### config.mk
export PLATFORM = sky130hd
export DESIGN_NAME = input_buffer
export DESIGN_NICKNAME = d
export VERILOG_FILES = /design/src/rtl/input_buffer.sv
export SDC_FILE = /design/constraint.sdc
export NUM_CORES = 1
export LEC_CHECK = 0
export CAP_MARGIN = 0
export CORE_AREA = 2 2 75 77
export DETAILED_ROUTE_END_ITERATION = 6
export DIE_AREA = 0 0 77 79
export GPL_TIMING_DRIVEN = 1
export SLEW_MARGIN = 10
export SYNTH_ARGS = -nofsm -noshare
export SYNTH_HDL_FRONTEND = slang
export SYNTH_SLANG_ARGS = --single-unit
### constraint.sdc
create_clock -name clk -period 5.7 [get_ports clk]
set_clock_uncertainty 0.05 [all_clocks]
set_input_delay 1.14 -clock clk [delete_from_list [all_inputs] [get_ports clk]]
set_output_delay 1.14 -clock clk [all_outputs]
set_load 0.05 [all_outputs]
### src/rtl/input_buffer.sv
// input_buffer
//   Flit FIFO sitting at a router input port. The upstream output controller
//   writes flits and uses `full` as backpressure. The head flit is presented
//   first-word-fall-through to local routing/arbitration. A data value of zero
//   is the idle encoding and is never stored.
//
// Ports
//   clk       rising-edge clock
//   rst_n     asynchronous active-low reset (clears pointers, count, overflow)
//   write     upstream write strobe (qualified by Data_in != 0 and !full)
//   Data_in   upstream flit, 0 = no flit
//   read      local consumer pops the head flit (ignored when empty)
//   Data_out  head flit, forced to 0 when empty
//   full      count == DEPTH
//   empty     count == 0
//   count     occupancy 0..DEPTH
//   overflow  one-cycle pulse per flit dropped because the FIFO was full
module input_buffer #(
  parameter int DATA_WIDTH = 8,
  parameter int DEPTH      = 4,
  parameter int ADDR_WIDTH = 2   // log2(DEPTH); DEPTH must be a power of two >= 2
) (
  input  logic                  clk,
  input  logic                  rst_n,
  input  logic                  write,
  input  logic [DATA_WIDTH-1:0] Data_in,
  input  logic                  read,
  output logic [DATA_WIDTH-1:0] Data_out,
  output logic                  full,
  output logic                  empty,
  output logic [ADDR_WIDTH:0]   count,
  output logic                  overflow
);

  localparam logic [ADDR_WIDTH:0] FULL_CNT = (ADDR_WIDTH+1)'(DEPTH);
  localparam logic [ADDR_WIDTH:0] ONE      = (ADDR_WIDTH+1)'(1);

  logic [DATA_WIDTH-1:0] mem_q [DEPTH];

  // Pointers carry one extra bit so they wrap modulo 2*DEPTH; only the low
  // ADDR_WIDTH bits address the array.
  logic [ADDR_WIDTH:0] wr_ptr_q, wr_ptr_d;
  logic [ADDR_WIDTH:0] rd_ptr_q, rd_ptr_d;
  logic [ADDR_WIDTH:0] count_q,  count_d;
  logic                overflow_q, overflow_d;

  logic flit_vld, wr_en, rd_en;

  assign full  = (count_q == FULL_CNT);
  assign empty = (count_q == '0);
  assign count = count_q;
  assign overflow = overflow_q;

  // Stale memory contents survive reset; the empty forcing keeps them hidden.
  assign Data_out = empty ? '0 : mem_q[rd_ptr_q[ADDR_WIDTH-1:0]];

  always_comb begin
    flit_vld = (Data_in != '0);
    // full is not bypassed by a same-cycle read, and an empty FIFO never
    // forwards a same-cycle write to the reader.
    wr_en    = write && flit_vld && !full;
    rd_en    = read && !empty;

    wr_ptr_d = wr_ptr_q;
    rd_ptr_d = rd_ptr_q;
    count_d  = count_q;
    if (wr_en) wr_ptr_d = wr_ptr_q + ONE;
    if (rd_en) rd_ptr_d = rd_ptr_q + ONE;
    case ({wr_en, rd_en})
      2'b10:   count_d = count_q + ONE;
      2'b01:   count_d = count_q - ONE;
      default: count_d = count_q;
    endcase

    overflow_d = write && flit_vld && full;
  end

  always_ff @(posedge clk or negedge rst_n) begin
    if (!rst_n) begin
      wr_ptr_q   <= '0;
      rd_ptr_q   <= '0;
      count_q    <= '0;
      overflow_q <= 1'b0;
    end else begin
      wr_ptr_q   <= wr_ptr_d;
      rd_ptr_q   <= rd_ptr_d;
      count_q    <= count_d;
      overflow_q <= overflow_d;
    end
  end

  // Storage array has no reset.
  always_ff @(posedge clk) begin
    if (wr_en) mem_q[wr_ptr_q[ADDR_WIDTH-1:0]] <= Data_in;
  end

endmodule

==> results of run 1 <==
[area by class of cell]
cell class | count | area, um^2
Timing Repair Buffer | 26 | 258
Tap cell | 72 | 90.1
Clock buffer | 6 | 72.6
Multi-Input combinational cell | 44 | 557
Sequential cell | 40 | 1160
Clock inverter | 2 | 11.3
Inverter | 7 | 26.3
Fill cell | 516 | 3160
[power by group through the flow]
stage	Clock, W	Sequential (W)	Combinational [W]
finish	0.000171	0.000452	0.000601
global route	0.000188	0.000464	0.000644
CTS	0.000175	0.000456	0.000611
detailed placement	0	0.000462	0.000610
global placement	0	0.000458	0.000606
floorplan	0	0.000469	0.000418
[critical path, stage by stage (launching register included)]
cell and delay [ps]:
dfrtp_1 660, mux4_1 610, nor2b_1 150, clkdlybuf4s50_1 700
[registers in the layout, indices dropped and copies added (netlist names)]
register,cells
mem_q,32
count,3
rd_ptr_q,2
wr_ptr_q,2
overflow,1
[cell usage in the layout (no fill, tap or decap), drive strengths merged]
master and n:
mux4 8, nand2 1, and2 4, xnor2 3
mux2i 1, fa 1, a21oi 1, a211oi 1
clkdlybuf4s50 25, inv 7, edfxtp 32, clkinv 1
nor4 2, clkinvlp 1, mux2 1, nor2b 9
nand3b 1, nor3b 1, buf 1, clkbuf 6
ha 5, dfrtp 8, xor2 3, nor2 1
nor3 1
[metrics by stage]
| step | hold slack, ps | power [W] | std cells |
|---|---|---|---|
| floorplan | 485 | 0.000886 | 94 |
| global placement | 455 | 0.00106 | 189 |
| detailed placement | 461 | 0.00107 | 189 |
| CTS | 473 | 0.00124 | 197 |
| global route | 506 | 0.00130 | 197 |
| finish | 467 | 0.00122 | 197 |
[routing by layer]
metal / routed length [um] / GRT usage
met5: 0 / 0
met4: 29 / 0.0482
met3: 109 / 0.0250
met2: 1580 / 0.190
met1: 1120 / 0.119
[kinds of logic (layout without fill, tap and decap cells)]
logic type,after synthesis,count (layout),synth area share
XOR/XNOR,6,6,0.0298
adder cells (fa/ha/maj),6,6,0.0468
multiplexers,10,10,0.133
buffers and inverters,10,41,0.0269
AO/OA/AOI/OAI,2,2,0.0142
AND/OR/NAND/NOR,20,20,0.0914
flip-flops,40,40,0.658
[worst paths after layout]
path / cells past startpoint / end / slack, ps / from
setup / recovery: 3 / Data_out[0] / 2110 / rd_ptr_q[0]$_DFFE_PN0P_
hold / removal: 1 / count[2]$_DFFE_PN0P_ / 470 / count[2]$_DFFE_PN0P_
setup reg to reg: 9 / count[2]$_DFFE_PN0P_ / 3570 / count[0]$_DFFE_PN0P_
hold reg to reg: 1 / count[2]$_DFFE_PN0P_ / 470 / count[2]$_DFFE_PN0P_
max in group asynchronous: 1 / rd_ptr_q[1]$_DFFE_PN0P_ / 4240 / rst_n
min in group asynchronous: 1 / count[0]$_DFFE_PN0P_ / 1090 / rst_n
==> metrics, run 1 <==
Initial Utilization 0.331; dpl cell area roughly 2100 um^2; RSZ-0062 raised after global routing no; fin nets 142; Slew Viols, Final 0; Area Growth Syn to Fin 23.2%; vias per cell 4.34; Post-Syn Nets about 110; Pwr per Cell Area around 560 nW/um^2; die height between 70 and 80 um; Port Buffers 25; Synth top area share 0.544; antenna fix cells 0; largest net degree at the start of global routing 13; initial antenna violation count 0; worst-path fanout max 10; Rows 27; final hold vios 0; Post-DP HPWL 2.06 mm; EDFF count, synth 32; grt total ovfl 0; register area share after synthesis 0.658; final worst slack between 2000 and 2500 ps; min-delay worst type register to register; data arrival time of the worst path approximately 2400 ps; post-CTS resize count 0; drt initial violations slightly below 70; H-tree depth 2; total track usage 0.105; VDD IR max between 0.15 and 0.2 mV; Clock Tree Root clkbuf_8; Core Util, Final 0.408; Net Sw Frac 0.410; max cap viols 0; top cells by area, synth edfxtp_1, mux4_1, dfrtp_1; cell-internal power around 0.00072 W; Post-Route WL 2.84 mm; Pre-Repair DR Iteration Count 4; register bit total from synthesis 40; Yosys top cell by area edfxtp_1; top cells by count, synth edfxtp_1, nor2b_1, dfrtp_1, mux4_1, inv_1; DRC 0; layout cells sized above 1 0.128; fraction of registers with async set/reset 0.200; Post-CTS Setup Bufs 0; Num CTS Buffers 5; Combinational Power Share 0.491; I/O pin count 26; Flop pwr share 0.369; Yosys cell types 23; Lkg Pwr around 0.8 nW; Worst-Skew Late Latency 280 ps; Yosys Warn Count 0; Clk pwr share 0.139; fin area roughly 2200 um^2; post-route ant nets 0; Fin Setup TNS 0 ps; GPL Wtd Cong approximately 0.66; Relative slew margins 0.662; Clock Path Buffers 2; worst slew pin tran 507 ps; Tmin final 3590 ps; Crit. End Element primary output; Die Wd ~77 um; Post-Synthesis Cells 94; WS Path Type register to primary output; global-route wire length before repair 4.73 mm; via count approximately 850; Req. time, crit path ~4500 ps; Max Fclk about 280 MHz; pre-CTS setup slack ~2200 ps; Startpoint Class register; Synth Area per Inst between 15 and 20 um^2; core box area 5340 um^2; outcome finished, final reports clean; CTS tree built; average wire per standard cell 14.4 um; Net Switching 0.000503 W; CTS clk-pin slew, worst paths about 70 ps; Most used DFF post-synth edfxtp_1; Setup Viol. Count Final 0; CTS Sinks 40; most common cell in the netlist edfxtp_1; Post-Synthesis Cell Area between 1500 and 2000 um^2; number of global-route vias before repair roughly 950; die area about 6000 um^2; Final period util 0.630; cts hold-fix bufs 0
No activity file was read; power rests on OpenSTA's default activity.
==> inputs of run 2 (changes only) <==
Clock period 5.7 ns to 3.3 ns, I/O delays scaled along.
==> run 2 against run 1 <==
  * Sequential share of layout area rose by 0.12 points
  * Via count rose by 0.47%
  * Critical path type unchanged
  * Global-route usage rose by 0.40 points
  * Largest power group unchanged
  * Die area did not move
  * Combinational power rose by 73%
  * Clock power rose by 76%
  * Worst hold slack improved by 9.4 ps
  * Sequential cell count did not move
==> metrics, run 2 (same netlist as run 1, synthesis figures left out) <==
min-delay worst type register to register; Relative slew margins 0.631 (-0.0312); H-tree depth 2 (unchanged); RSZ-0062 raised after global routing no; Initial Utilization 0.331 (unchanged); post-CTS resize count 0 (unchanged); outcome finished, final reports clean; CP Launch Point rd_ptr_q[0]$_DFFE_PN0P_; Die Wd 77 um (unchanged); Pwr per Cell Area 979 nW/um^2 (+74%); DRC 0 (unchanged); Clock Tree Root clkbuf_8; die area 6080 um^2 (unchanged); final hold vios 0 (unchanged); total track usage 0.109 (+0.00398); grt total ovfl 0 (unchanged); VDD IR max 0.327 mV (+83%); GPL Wtd Cong 0.715 (+8.2%); Tmin final between 3000 and 4000 ps; core box area 5340 um^2 (unchanged); final std cells w/o fill 197 (unchanged); worst slew pin tran 554 ps (+46.8 ps); post-route ant nets 0 (unchanged); Crit Reg-Reg Startpoint count[0]$_DFFE_PN0P_; Worst Min Path Start count[2]$_DFFE_PN0P_; Final period util 0.951; data arrival time of the worst path 2430 ps (+30 ps); Post-DP HPWL 2.08 mm (+1.0%); die height 79 um (unchanged); drt initial violations 32 (-53%); Rows 27 (unchanged); number of global-route vias before repair 937 (-1.7%); worst-path fanout max 10 (unchanged); cts hold-fix bufs 0 (unchanged); I/O pin count 26 (unchanged); Req. time, crit path 2590 ps (-1920 ps); Post-CTS Setup Bufs 0 (unchanged); layout cells sized above 1 0.136 (+0.00800); initial antenna violation count 0 (unchanged); fin nets 142 (unchanged); Crit. End Element primary output; Area Growth Syn to Fin 23.0%; cell count after placement 189 (unchanged); CTS Sinks 40 (unchanged); Setup Viol. Count Final 0 (unchanged); Post-Route WL 2.97 mm (+4.5%); most common cell after layout, fill and taps aside edfxtp_1; via count 858 (+0.47%); r2r setup slk 1150 ps (-2420 ps); Lkg Pwr 0.790 nW (+0.66%); max cap viols 0 (unchanged); Max Fclk 319 MHz; CTS clk-pin slew, worst paths 70 ps (about the same); largest net degree at the start of global routing 13 (unchanged); Startpoint Class register; global-route wire length before repair 4.79 mm (+1.2%); Fin Setup TNS 0 ps (unchanged); CTS tree built; Pre-Repair DR Iteration Count 4 (unchanged); Num CTS Buffers 5 (unchanged); antenna fix cells 0 (unchanged); Worst-Skew Late Latency 280 ps (about the same); WS Path Type register to primary output; Port Buffers 25 (unchanged); max FFs per register 32 (unchanged); Slew Viols, Final 0 (unchanged); average wire per standard cell 15.1 um (+4.5%); most frequent cells in the layout edfxtp_1, clkdlybuf4s50_1, nor2b_1; Clock Path Buffers 2 (unchanged); vias per cell 4.36 (+0.47%)
-- run 2: critical path: stages (launching register included) --
cell and delay (ps):
dfrtp_1 690, mux4_1 610, nor2b_1 150, clkdlybuf4s50_1 700
-- run 2: worst paths after layout --
check / to / cells after the start
setup / recovery: Data_out[0] / 3
hold / removal: count[2]$_DFFE_PN0P_ / 1
setup reg to reg: count[2]$_DFFE_PN0P_ / 9
hold reg to reg: count[2]$_DFFE_PN0P_ / 1
max in group asynchronous: rd_ptr_q[1]$_DFFE_PN0P_ / 1
min in group asynchronous: count[1]$_DFFE_PN0P_ / 1
-- run 2: through the flow --
stage	setup slack, ps	hold slack [ps]	util	power, W	cell area, um^2
2_1_floorplan	481	314	-	0.00153	1770
3_3_place_gp	375	454	0.391	0.00183	2090
3_5_place_dp	299	479	0.391	0.00186	2090
6_report	160	476	0.407	0.00213	2170
5_1_grt	54.0	494	0.407	0.00224	2170
4_1_cts	119	484	0.407	0.00216	2170
-- run 2: power by group --
part / internal, W / switching, W
clock network: 0.000148 / 0.000152
logic: 0.000417 / 0.000620
registers: 0.000681 / 0.000107
-- run 2: layer usage --
| layer | wire length [um] | global-route usage | vias up | part of all wire |
|---|---|---|---|---|
| met4 | 33 | 0.0429 | 0 | 0.011 |
| met3 | 105 | 0.0398 | 4 | 0.035 |
| met1 | 1240 | 0.121 | 428 | 0.42 |
| met5 | 0 | 0 | - | 0 |
| met2 | 1590 | 0.193 | 14 | 0.53 |
| li1 | - | - | 412 | - |
-- run 2: area by class of cell --
| class | count | area [um^2] |
|---|---|---|
| fill | 519 | 3170 |
| sequential | 40 | 1160 |
| multi-input combinational | 44 | 557 |
| timing repair buffer | 26 | 255 |
| tap | 72 | 90.1 |
| clock buffer | 7 | 76.3 |
| inverter | 7 | 26.3 |
| clock inverter | 1 | 5.00 |
